**src/rtl/if_fetch_stage_pkg.sv**
```systemverilog
// Shared pipeline types for the fetch stage: NOP encoding, fetch FSM states
// and the IF/ID pipeline register layout.
package if_fetch_stage_pkg;

    localparam int          FETCH_PC_W    = 9;
    localparam int          FETCH_INSTR_W = 32;
    localparam logic [31:0] FETCH_NOP     = 32'h0000_0013;

    typedef enum logic {
        FETCH_RUN    = 1'b0,
        FETCH_HALTED = 1'b1
    } fetch_state_e;

    typedef struct packed {
        logic [FETCH_PC_W-1:0]    Curr_Pc;
        logic [FETCH_INSTR_W-1:0] Curr_Instr;
    } if_id_reg;

endpackage

```
**src/rtl/if_fetch_stage_perf_ctr.sv**
```systemverilog
// fetch_perf_ctr: 32-bit saturating event counter, cleared by synchronous reset.
module fetch_perf_ctr (
    input  logic        clk,
    input  logic        reset,
    input  logic        inc,
    output logic [31:0] count
);

    logic [31:0] r_count;

    always_ff @(posedge clk) begin
        if (reset) begin
            r_count <= '0;
        end else if (inc && (r_count != 32'hFFFF_FFFF)) begin
            r_count <= r_count + 32'd1;
        end
    end

    assign count = r_count;

endmodule

```
**src/rtl/if_fetch_stage.sv**
```systemverilog
// Instruction fetch stage: PC register, IF/ID register, redirect/halt/stall handling.
// Optional performance counters are built only when FETCH_PERF_CNT_EN is defined.
//
//   state        | meaning
//   FETCH_RUN    | fetching; redirect > halt > stall > advance
//   FETCH_HALTED | fetch stopped, IF/ID holds a bubble until reset
module if_fetch_stage
    import if_fetch_stage_pkg::*;
#(
    parameter int              PC_W     = 9,
    parameter int              INSTR_W  = 32,
    parameter logic [PC_W-1:0] RESET_PC = '0
) (
    input  logic               clk,
    input  logic               reset,
    input  logic               stall,
    input  logic               redirect_valid,
    input  logic [PC_W-1:0]    redirect_pc,
    input  logic               halt_req,
    output logic [PC_W-1:0]    imem_addr,
    input  logic [INSTR_W-1:0] imem_rdata,
    output if_id_reg           if_id,
    output logic               if_id_valid,
    output logic [PC_W-1:0]    pc,
    output logic               halted,
    output logic [31:0]        stall_cycles,
    output logic [31:0]        flush_count
);

    fetch_state_e    r_state;
    fetch_state_e    w_state_nxt;
    logic [PC_W-1:0] r_pc;
    logic [PC_W-1:0] w_pc_nxt;
    if_id_reg        r_if_id;
    if_id_reg        w_if_id_nxt;
    logic            r_valid;
    logic            w_valid_nxt;

    always_ff @(posedge clk) begin
        if (reset) begin
            r_state            <= FETCH_RUN;
            r_pc               <= RESET_PC;
            r_if_id.Curr_Pc    <= RESET_PC;
            r_if_id.Curr_Instr <= FETCH_NOP;
            r_valid            <= 1'b0;
        end else begin
            r_state <= w_state_nxt;
            r_pc    <= w_pc_nxt;
            r_if_id <= w_if_id_nxt;
            r_valid <= w_valid_nxt;
        end
    end

    always_comb begin
        w_state_nxt = r_state;
        w_pc_nxt    = r_pc;
        w_if_id_nxt = r_if_id;
        w_valid_nxt = r_valid;
        if (r_state == FETCH_RUN) begin
            // A redirect squashes any halt or stall: both belong to the wrong path.
            if (redirect_valid) begin
                w_pc_nxt               = {redirect_pc[PC_W-1:2], 2'b00};
                w_if_id_nxt.Curr_Pc    = r_pc;
                w_if_id_nxt.Curr_Instr = FETCH_NOP;
                w_valid_nxt            = 1'b0;
            end else if (halt_req) begin
                w_state_nxt            = FETCH_HALTED;
                w_if_id_nxt.Curr_Pc    = r_pc;
                w_if_id_nxt.Curr_Instr = FETCH_NOP;
                w_valid_nxt            = 1'b0;
            end else if (!stall) begin
                w_pc_nxt               = r_pc + PC_W'(4);
                w_if_id_nxt.Curr_Pc    = r_pc;
                w_if_id_nxt.Curr_Instr = imem_rdata;
                w_valid_nxt            = 1'b1;
            end
        end
    end

    assign imem_addr   = r_pc;
    assign pc          = r_pc;
    assign if_id       = r_if_id;
    assign if_id_valid = r_valid;
    assign halted      = (r_state == FETCH_HALTED);

`ifdef FETCH_PERF_CNT_EN
    logic w_stall_take;
    logic w_redir_take;

    assign w_redir_take = (r_state == FETCH_RUN) && redirect_valid;
    assign w_stall_take = (r_state == FETCH_RUN) && !redirect_valid && !halt_req && stall;

    fetch_perf_ctr u_stall_ctr (
        .clk   (clk),
        .reset (reset),
        .inc   (w_stall_take),
        .count (stall_cycles)
    );

    fetch_perf_ctr u_flush_ctr (
        .clk   (clk),
        .reset (reset),
        .inc   (w_redir_take),
        .count (flush_count)
    );
`else
    assign stall_cycles = 32'h0;
    assign flush_count  = 32'h0;
`endif

endmodule

```
**config.mk**
```make
export PLATFORM = sky130hd
export DESIGN_NAME = if_fetch_stage
export DESIGN_NICKNAME = d
export VERILOG_FILES = /design/src/rtl/if_fetch_stage_pkg.sv /design/src/rtl/if_fetch_stage_perf_ctr.sv /design/src/rtl/if_fetch_stage.sv
export SDC_FILE = /design/constraint.sdc
export NUM_CORES = 1
export LEC_CHECK = 0
export BUFFER_PORTS_ARGS = -buffer_cell sky130_fd_sc_hd__buf_4
export CORE_ASPECT_RATIO = 0.9
export CORE_MARGIN = 10
export CORE_UTILIZATION = 44
export CTS_BUF_LIST = sky130_fd_sc_hd__clkbuf_16
export CTS_CLUSTER_DIAMETER = 100
export DETAILED_ROUTE_END_ITERATION = 8
export GPL_ROUTABILITY_DRIVEN = 0
export PLACE_DENSITY = 0.85
export SYNTH_ARGS = -nofsm -noshare
export SYNTH_HDL_FRONTEND = slang
export SYNTH_SLANG_ARGS = --single-unit
```
**constraint.sdc**
```tcl
create_clock -name clk -period 3 [get_ports clk]
set_input_delay 0.6 -clock clk [delete_from_list [all_inputs] [get_ports clk]]
set_output_delay 0.6 -clock clk [all_outputs]
set_load 0.005 [all_outputs]
```
Word level (Yosys, flattened, before mapping)
Index checks and enable logic that the tools add are counted.
Cells by class
  $add $sub $neg: 1
  eq/ne operators: 3
  multiplexer cells: 12
  bitwise gates (word level): 1
  reductions and logical operators: 2
Operators by type and width (number)
  $mux 41: 3
  $mux 9: 3
  $add 9x3->9 const B: 1
  $mux 1: 6
  $ne 3x1->1 const B: 1
  $reduce_and 3->1: 1
  $ne 2x1->1 const B: 1
  $ne 2x2->1 const B: 1
  $reduce_and 2->1: 1
  $not 1->1: 1
Storage, ports and cells
  flip-flop bits (word level): 52
  word-level logic and storage cells: 24

Longest topological paths before layout
Gate-level depths: netlist of the first run.
  word-level depth: 4
  gate-level depth with buffers: 7
  mapped depth without buffers: 5

Worst setup path before layout of the first run
OpenSTA, ideal clock, no wires.
  path kind: input to register
  from: input redirect_valid
  to: register r_if_id (netlist bit if_id[14])
  library setup time: 0.128 ns
  arrival time: 1.452 ns
  data required time: 2.872 ns
  setup slack: 1.420 ns
  stages on the path: 7
  cells stage by stage: buf_2 nor2_1 a21o_1 buf_2 buf_4 a22oi_1 nor2_1
On the way
  word-level cells in the longest chain between the ends: 2
  elaborated cells on any way between the ends: 3
  classes of those cells: 1 x eq/ne; 1 x mux; 1 x reduce/logical
RTL lines
  start: declaration: line if_fetch_stage.sv:17  | input logic redirect_valid,
  $ne 3x1->1 (no source line)
  $reduce_and 2->1 (no source line)
  end signal: assignment: line if_fetch_stage.sv:49  | r_if_id <= w_if_id_nxt;
  end: declaration: line if_fetch_stage.sv:34  | if_id_reg r_if_id;
Parallel ways exist; a longest one is shown, timed or not.
A chain may end at the register's enable or synchronous reset.

Final worst setup path of the first run
  from: register r_pc[2], in the netlist imem_addr[2]
  to: output pc[2]
RTL lines
  start: declaration: line if_fetch_stage.sv:32  | logic [PC_W-1:0] r_pc;
  start signal: assignment: line if_fetch_stage.sv:48  | r_pc <= w_pc_nxt;
  end: declaration: line if_fetch_stage.sv:24  | output logic [PC_W-1:0] pc,
No word-level cell between the ends.

==> qor.yml, run 1 <==
finalMaxSlewViolations: 0
fin_util: 0.5669
cts_num_sinks: 48
crit_buf_inv: 1
via_per_inst: 4.691
worstPathRequired_ns: 2.40
die_w_microns: 97.77
ys_ff_latch: 48
ys_types: 32
cts_made_buffers: 5
powerDensity_nw_per_um2: 482.4
first_iter_violations: 138
root_buffer: "clkbuf_16"
insertion_delay_ns: 0.28
start_kind: "flip-flop"
clockBufferDepth: 2
crit_path_end_kind: "primary output"
crit_chain: "buf_4"
ios: 171
grt_pass1_vias: 1976
dp_hpwl_mm: 5.270
drt-pass1-iter-count: 4
path_delay_family: "flip-flops"
synth_top_area_frac: 0.4013
dieArea_sq_um: 8798
tritoncts: "done"
yosys_warnings: 0
grt_start_max_net_pins: 49
drive_above_1_share: 0.3060
die_h_microns: 89.99
cts_resized: 0
overflow: 0
fmax_mhz: 607.4
initial_core_util: 0.4557
seqPwrFrac: 0.479
drt_wl_total_mm: 6.805
num_rows: 25
vias: 2031
worst_pin_slew_ns: 0.5145
instances_no_fill: 433
period_needed_ns: 1.646
pwr-share-comb: 0.148
final_nets: 412
num_antenna_cells: 0
total_power_mw: 1.437
power.switching_mw: 0.3705
dpl.cell_count: 425
internal_power_mw: 1.067
antenna_found_initial: 0
status: "finished clean"
synth_area_sq_um: 2395
post_drt_wl_per_cell_microns: 15.72
timing.final.crit_share: 0.5488
holdBufCountCts: 0
max_stage_delay_ns: 0.57
finClkSkew_ns: 0.003173
maxCapViolations: 0
leakage_nw: 1.419
syn_avg_cell_area_sq_um: 8.492
rsz0062_at_grt: "false"
synthCells: 282
fin_ws_ns: 1.354
core_sq_um: 5255
track_usage: 0.1406
largest_reg_flops: 39
clk_pin_slew_ns: 0.06
hold_viol: 0
yosysTopAreaCell: "dfxtp_1"
clkPwrFrac: 0.373
drtAntennaViolNets: 0
maxSlewHeadroom: 0.6570
place_ws_ns: 1.164
area_delta_synth_final_pct: 24.40
drc_errors: 0
criticalPathCategory: "flip-flop to primary output"
hp-class: "flip-flop to flip-flop"
port-buffer-count: 98
setup_viol: 0
crit_fanout: 10
ys_seq_area_frac: 0.4013
irDropWorstVdd_mv: 0.2943
switching_share: 0.2578
htreeDepth: 2
cp_slowest_cell: "dfxtp_1"
synth_area_leaders: "dfxtp_1 (40%), buf_4 (25%), a22oi_1 (9.1%), nor2_1 (5.3%), nand2_1 (3.4%)"
post_cts_buffers: 0
grt_pass1_wl_mm: 10.52
worst-endpoint-arrival_ns: 1.05
tns_ns: 0
fill_cells: 495
## final cells by class
| class | count | area (sq um) | area share |
|---|---|---|---|
| clock inverters | 3 | 18.77 | 0.006300 |
| repair buffers | 100 | 750.7 | 0.2520 |
| multi-input cells | 208 | 1032 | 0.3465 |
| inverters | 2 | 7.507 | 0.002520 |
| clock buffers | 5 | 125.1 | 0.04200 |
| flip-flops and latches | 48 | 960.9 | 0.3226 |
| well taps | 67 | 83.83 | 0.02814 |
## worst paths after layout
kind	from	slack [ns]	cells after the start	end
worst max-delay path	imem_addr[2]$_SDFFE_PP0P_	1.35	1	pc[2]
worst min-delay path	if_id[37]$_SDFFE_PP0P_	0.46	2	if_id[37]$_SDFFE_PP0P_
worst max register to register	imem_addr[2]$_SDFFE_PP0P_	1.40	5	imem_addr[6]$_SDFFE_PP0P_
worst min register to register	if_id[37]$_SDFFE_PP0P_	0.46	2	if_id[37]$_SDFFE_PP0P_
## synth_stat cells
master	instances
buf_4	80
dfxtp_1	48
nor2_1	34
a22oi_1	29
nand2_1	22
a21oi_1	14
buf_2	8
clkbuf_1	5
nand2b_1	5
nand3_1	5
o21ai_0	4
a211oi_1	3
a31oi_1	3
o22ai_1	3
mux2i_1	2
a21o_1	1
a21oi_2	1
a311oi_1	1
a41o_1	1
and3_1	1
conb_1	1
ha_1	1
inv_1	1
inv_2	1
nand4_1	1
nor2_2	1
nor4_1	1
o21a_1	1
o21ai_1	1
o31ai_1	1
o32ai_1	1
or4_1	1
## power by group through the flow
stage                     logic, mW  clock network [mW]  registers, mW
final                         0.213               0.537          0.688
after global routing          0.237               0.581          0.690
after CTS                     0.210               0.554          0.687
after detailed placement      0.209                   0          0.701
after global placement        0.205                   0          0.700
after floorplan               0.179                   0          0.695
## kinds of logic (layout without fill, tap and decap cells)
| family | Yosys count | after routing | synth area share |
|---|---|---|---|
| DFF | 48 | 48 | 0.4013 |
| muxes | 2 | 2 | 0.008360 |
| and+or+nand+nor | 71 | 71 | 0.1249 |
| buffers and inverters | 95 | 110 | 0.2785 |
| adders and majority gates | 1 | 1 | 0.005224 |
| AOI/OAI and AO/OA | 64 | 64 | 0.1803 |
| other | 1 | 70 | 0.001566 |
## layer usage
layer / vias up / share of wire / routed length, microns / global-route usage
met1: 936 / 0.37 / 2512 / 0.1472
met4: 0 / 0.012 / 85 / 0.04600
met3: 9 / 0.14 / 919 / 0.08875
met2: 108 / 0.48 / 3287 / 0.2262
li1: 978 / - / - / -
met5: - / 0 / 0 / 0
## per-stage QoR
step,hold slack (ns),cell area [sq um]
after global routing,0.4710,2979
after global placement,0.4468,2835
final,0.4550,2979
after floorplan,0.4527,2654
after detailed placement,0.4488,2835
after CTS,0.4576,2979
## cell usage in the layout, fill, tap and decap left out, types with 3 or more instances in the layout
cell / synthesis / routed
nor2_1: 34 / 34
nand2_1: 22 / 22
o22ai_1: 3 / 3
a21oi_1: 14 / 14
nand2b_1: 5 / 5
buf_4: 80 / 100
a31oi_1: 3 / 3
a22oi_1: 29 / 29
a211oi_1: 3 / 3
clkbuf_16: 0 / 5
conb_1: 1 / 70
dfxtp_1: 48 / 48
o21ai_0: 4 / 4
nand3_1: 5 / 5
## worst register-to-register path, stage by stage (launching register included)
cell and delay, ns:
dfxtp_1 0.57, ha_1 0.33, nand2b_1 0.12, o31ai_1 0.26, nand2_1 0.09, a21oi_1 0.15
Power figures use the tool's default switching activity.
==> inputs of run 2 (changes only) <==
--- a/config.mk
+++ b/config.mk
@@ -8,12 +8,12 @@
 export BUFFER_PORTS_ARGS = -buffer_cell sky130_fd_sc_hd__buf_4
 export CORE_ASPECT_RATIO = 0.9
 export CORE_MARGIN = 10
-export CORE_UTILIZATION = 44
+export CORE_UTILIZATION = 41
 export CTS_BUF_LIST = sky130_fd_sc_hd__clkbuf_16
 export CTS_CLUSTER_DIAMETER = 100
 export DETAILED_ROUTE_END_ITERATION = 8
 export GPL_ROUTABILITY_DRIVEN = 0
-export PLACE_DENSITY = 0.85
+export PLACE_DENSITY = 0.8
 export SYNTH_ARGS = -nofsm -noshare
 export SYNTH_HDL_FRONTEND = slang
 export SYNTH_SLANG_ARGS = --single-unit
==> constraint.sdc (replaced) <==
create_clock -name clk -period 1.66 [get_ports clk]
set_input_delay 0.332 -clock clk [delete_from_list [all_inputs] [get_ports clk]]
set_output_delay 0.332 -clock clk [all_outputs]
set_load 0.005 [all_outputs]
==> qor.yml, run 2 (synthesis results as in run 1) <==
maxSlewHeadroom: 0.6459  # was 0.6570
dp_hpwl_mm: 5.376  # was 5.270 mm
grt_start_max_net_pins: 49  # unchanged
die_w_microns: 100.6  # was 97.77 microns
htreeDepth: 2  # unchanged
first_iter_violations: 158  # was 138
via_per_inst: 4.646  # was 4.691
clockBufferDepth: 2  # unchanged
irDropWorstVdd_mv: 0.6270  # was 0.2943 mV
rsz0062_at_grt: "false"  # unchanged
num_antenna_cells: 0  # unchanged
post_cts_buffers: 0  # unchanged
drt-pass1-iter-count: 4  # unchanged
maxCapViolations: 0  # unchanged
leakage_nw: 1.465  # was 1.419 nW
crit_path_end_kind: "flip-flop"  # was primary output
initial_core_util: 0.4231  # was 0.4557
dieArea_sq_um: 9302  # was 8798 sq um
holdBufCountCts: 0  # unchanged
setup_viol: 0  # unchanged
status: "finished clean"  # unchanged
worstPathRequired_ns: 1.81  # was 2.40 ns
cp_slowest_cell: "dfxtp_1"  # unchanged
dpl.cell_count: 435  # was 425
fin_ws_ns: 0.2360  # was 1.354 ns
vias: 2058  # was 2031
finalMaxSlewViolations: 0  # unchanged
core_sq_um: 5660  # was 5255 sq um
crit_chain: "ha_1 > nand2b_1 > o32ai_1 > a211oi_1"  # was buf_4
area_delta_synth_final_pct: 28.42  # was 24.40%
max_stage_delay_ns: 0.46  # was 0.57 ns
layout.cells.most_common: "buf_4"  # unchanged
cts_resized: 0  # unchanged
largest_reg_flops: 39  # unchanged
hp-class: "input pin to flip-flop"  # was flip-flop to flip-flop
insertion_delay_ns: 0.28  # about the same
cts_made_buffers: 5  # unchanged
num_rows: 26  # was 25
drtAntennaViolNets: 0  # unchanged
track_usage: 0.1352  # was 0.1406
die_h_microns: 92.51  # was 89.99 microns
tns_ns: 0  # unchanged
criticalPathCategory: "flip-flop to flip-flop"  # was flip-flop to primary output
crit_buf_inv: 0  # was 1
clk_pin_slew_ns: 0.07  # was 0.06 ns
fmax_mhz: 702.3
crit_fanout: 7  # was 10
period_needed_ns: 1.424
place_ws_ns: 0.1983  # was 1.164 ns
ios: 171  # unchanged
worst-endpoint-arrival_ns: 1.57  # was 1.05 ns
root_buffer: "clkbuf_16"  # unchanged
finClkSkew_ns: 0.006325  # was 0.003173 ns
instances_no_fill: 443  # was 433
timing.final.crit_share: 0.8578
drive_above_1_share: 0.3190  # was 0.3060
post_drt_wl_per_cell_microns: 15.42  # was 15.72 microns
grt_pass1_wl_mm: 10.47  # was 10.52 mm
overflow: 0  # unchanged
tritoncts: "done"  # unchanged
worst_pin_slew_ns: 0.5312  # was 0.5145 ns
powerDensity_nw_per_um2: 912.1  # was 482.4 nW/um^2
drc_errors: 0  # unchanged
drt_wl_total_mm: 6.831  # was 6.805 mm
hold_viol: 0  # unchanged
layout_common_cells: "buf_4 (106), conb_1 (70), dfxtp_1 (48)"  # was buf_4 (100), conb_1 (70), dfxtp_1 (48)
port-buffer-count: 98  # unchanged
final_nets: 419  # was 412
antenna_found_initial: 0  # unchanged
cts_num_sinks: 48  # unchanged
grt_pass1_vias: 2110  # was 1976
path_delay_family: "flip-flops"  # unchanged
start_kind: "flip-flop"  # unchanged
==> run 2: cell types whose count changed in the layout (fill, tap and decap cells not counted) <==
cell,previous run,this run
buf_12,0,1
buf_4,100,106
bufinv_16,0,1
clkinv_2,2,0
clkinv_4,1,0
clkinvlp_4,0,1
inv_6,0,1
==> run 2: cell type report <==
| class | count | area [sq um] |
|---|---|---|
| repair buffers | 107 | 815.8 |
| well taps | 70 | 87.58 |
| multi-input cells | 208 | 1032 |
| clock inverters | 3 | 46.29 |
| inverters | 2 | 7.507 |
| fillers | 543 | 2585 |
| clock buffers | 5 | 125.1 |
| flip-flops and latches | 48 | 960.9 |
==> run 2: metrics by stage <==
stage | util | hold WS, ns | power (mW) | area (sq um)
3_3_place_gp | 0.5130 | 0.4461 | 1.658 | 2904
2_1_floorplan | - | 0.4527 | 1.580 | 2654
6_report | 0.5433 | 0.2887 | 2.805 | 3075
3_5_place_dp | 0.5130 | 0.4502 | 1.667 | 2904
4_1_cts | 0.5433 | 0.2872 | 2.821 | 3075
5_1_grt | 0.5433 | 0.2998 | 2.944 | 3075
==> run 2: worst paths after layout <==
kind | cells past startpoint | startpoint | slack (ns) | endpoint
max | 4 | imem_addr[2]$_SDFFE_PP0P_ | 0.24 | imem_addr[8]$_SDFFE_PP0P_
min | 3 | imem_rdata[4] | 0.29 | if_id[4]$_SDFFE_PP1P_
max reg2reg | 4 | imem_addr[2]$_SDFFE_PP0P_ | 0.24 | imem_addr[8]$_SDFFE_PP0P_
min reg2reg | 2 | if_id[39]$_SDFFE_PP0P_ | 0.46 | if_id[39]$_SDFFE_PP0P_
==> run 2: worst min-delay path: cells and delay by family <==
kind / cells / cell delay, ns
buf+inv: 1 / 0.08
compound gates: 1 / 0.07
simple gates: 1 / 0.06
==> run 2: where the power goes <==
part / internal [mW] / switching, mW / total (mW)
Clock: 0.716 / 0.441 / 1.16
Combinational: 0.199 / 0.225 / 0.424
Sequential: 1.19 / 0.0319 / 1.22
==> run 2: layer usage <==
layer	wire, microns	up-vias	GRT usage
li1	-	990	-
met1	2606	949	0.1439
met2	3155	112	0.2227
met3	1018	7	0.08098
met4	51	0	0.03412
met5	0	-	0
==> inputs of run 3 (changes only) <==
--- a/config.mk
+++ b/config.mk
@@ -6,7 +6,6 @@
 export NUM_CORES = 1
 export LEC_CHECK = 0
 export BUFFER_PORTS_ARGS = -buffer_cell sky130_fd_sc_hd__buf_4
-export CORE_ASPECT_RATIO = 0.9
 export CORE_MARGIN = 10
 export CORE_UTILIZATION = 41
 export CTS_BUF_LIST = sky130_fd_sc_hd__clkbuf_16
==> qor.yml, run 3 (synthesis results as in run 1) <==
hold_viol: 0  # unchanged
criticalPathCategory: "flip-flop to flip-flop"  # unchanged
num_antenna_cells: 0  # unchanged
top_usage_layer: "met2"  # unchanged
period_needed_ns: 1.444  # was 1.424 ns
grt_pass1_wl_mm: 10.07  # was 10.47 mm
finClkSkew_ns: 0.006100  # was 0.006325 ns
finalInstanceArea_sq_um: 3032  # was 3075 sq um
fill_cells: 513  # was 543
die_h_microns: 96.43  # was 92.51 microns
irDropWorstVdd_mv: 0.3825  # was 0.6270 mV
worst_pin_slew_ns: 0.5078  # was 0.5312 ns
use_met1: 0.1434  # was 0.1439
drc_errors: 0  # unchanged
fmax_mhz: 692.6  # was 702.3 MHz
finalMaxSlewViolations: 0  # unchanged
final_nets: 417  # was 419
tns_ns: 0  # unchanged
clk_pin_slew_ns: 0.06  # was 0.07 ns
port-buffer-count: 98  # unchanged
rsz0062_at_grt: "false"  # unchanged
cts_num_sinks: 48  # unchanged
track_usage: 0.1359  # was 0.1352
insertion_delay_ns: 0.28  # about the same
worst-endpoint-arrival_ns: 1.65  # was 1.57 ns
drtAntennaViolNets: 0  # unchanged
leakage_nw: 1.443  # was 1.465 nW
total_power_mw: 2.608  # was 2.805 mW
core_sq_um: 5574  # was 5660 sq um
placed_cell_area_sq_um: 2892  # was 2904 sq um
num_rows: 27  # was 26
overflow: 0  # unchanged
layout.cells.most_common: "buf_4"  # unchanged
antenna_found_initial: 0  # unchanged
grt_start_max_net_pins: 49  # unchanged
largest_reg_flops: 39  # unchanged
maxSlewHeadroom: 0.6614  # was 0.6459
root_buffer: "clkbuf_16"  # unchanged
grtUsageMet3: 0.09021  # was 0.08098
dieArea_sq_um: 9298  # was 9302 sq um
holdBufCountCts: 0  # unchanged
dp_hpwl_mm: 5.473  # was 5.376 mm
drive_above_1_share: 0.3100  # was 0.3190
worstPathRequired_ns: 1.87  # was 1.81 ns
hold_slack_ns: 0.2869  # was 0.2887 ns
post_drt_wl_per_cell_microns: 15.88  # was 15.42 microns
drt-pass1-iter-count: 4  # unchanged
vias: 2060  # was 2058
tritoncts: "done"  # unchanged
crit_path_end_kind: "flip-flop"  # unchanged
drt_wl_total_mm: 7.034  # was 6.831 mm
initial_core_util: 0.4296  # was 0.4231
hp-class: "input pin to flip-flop"  # unchanged
htreeDepth: 2  # unchanged
status: "finished clean"  # unchanged
powerDensity_nw_per_um2: 860.1  # was 912.1 nW/um^2
cts_resized: 0  # unchanged
die_w_microns: 96.43  # was 100.6 microns
start_kind: "flip-flop"  # unchanged
cts_made_buffers: 5  # unchanged
clockBufferDepth: 2  # unchanged
crit_fanout: 7  # unchanged
setup_viol: 0  # unchanged
ios: 171  # unchanged
grt_pass1_vias: 2000  # was 2110
via_per_inst: 4.650  # was 4.646
first_iter_violations: 62  # was 158
layout_common_cells: "buf_4 (104), conb_1 (70), dfxtp_1 (48)"  # was buf_4 (106), conb_1 (70), dfxtp_1 (48)
timing.final.crit_share: 0.8698  # was 0.8578
post_cts_buffers: 0  # unchanged
area_delta_synth_final_pct: 26.59  # was 28.42%
maxCapViolations: 0  # unchanged
use_met2: 0.2192  # was 0.2227
==> run 3: cell count changes in the layout (fill, tap and decap cells not counted) <==
cell and change:
clkinv_1 +1, buf_4 -2, inv_6 -1, inv_1 +1, bufinv_16 -1
==> run 3: worst max-delay path: stages (launching register included) <==
cell	delay, ns
dfxtp_1	0.44
and3_1	0.26
nand3_1	0.09
or4_1	0.41
a31oi_1	0.16
==> run 3: path summary, 6_finish.rpt <==
| path | to | startpoint | slack (ns) | cells after the start |
|---|---|---|---|---|
| min reg2reg | if_id[34]$_SDFFE_PP0P_ | if_id[34]$_SDFFE_PP0P_ | 0.46 | 2 |
| min | if_id[0]$_SDFFE_PP1P_ | imem_rdata[0] | 0.29 | 3 |
| max | imem_addr[7]$_SDFFE_PP0P_ | imem_addr[6]$_SDFFE_PP0P_ | 0.22 | 4 |
| max reg2reg | imem_addr[7]$_SDFFE_PP0P_ | imem_addr[6]$_SDFFE_PP0P_ | 0.22 | 4 |
==> run 3: final cells by class <==
cell class	instances	area, sq um	share of cell area
Multi-Input combinational cell	208	1032	0.3405
Timing Repair Buffer	105	800.8	0.2641
Tap cell	72	90.09	0.02972
Sequential cell	48	960.9	0.3170
Clock inverter	3	15.01	0.004953
Clock buffer	5	125.1	0.04127
Inverter	2	7.507	0.002476
==> run 3: layer usage <==
layer,wire length [microns],share of wire
met3,1313,0.19
met5,0,0
met1,2428,0.35
met4,64,0.0091
met2,3228,0.46
==> run 3: report_power, final <==
group / internal [mW] / switching (mW)
Combinational: 0.196 / 0.226
Clock: 0.547 / 0.413
Sequential: 1.19 / 0.0322
Total: 1.94 / 0.671
==> run 3: through the flow <==
| stage | setup WS [ns] | cells | utilization |
|---|---|---|---|
| after detailed placement | 0.1726 | 435 | 0.5187 |
| final | 0.2162 | 443 | 0.5439 |
| after global routing | 0.1209 | 443 | 0.5439 |
| after global placement | 0.2017 | 435 | 0.5187 |
| after CTS | 0.2244 | 443 | 0.5439 |
| after floorplan | 0.2903 | 351 | - |
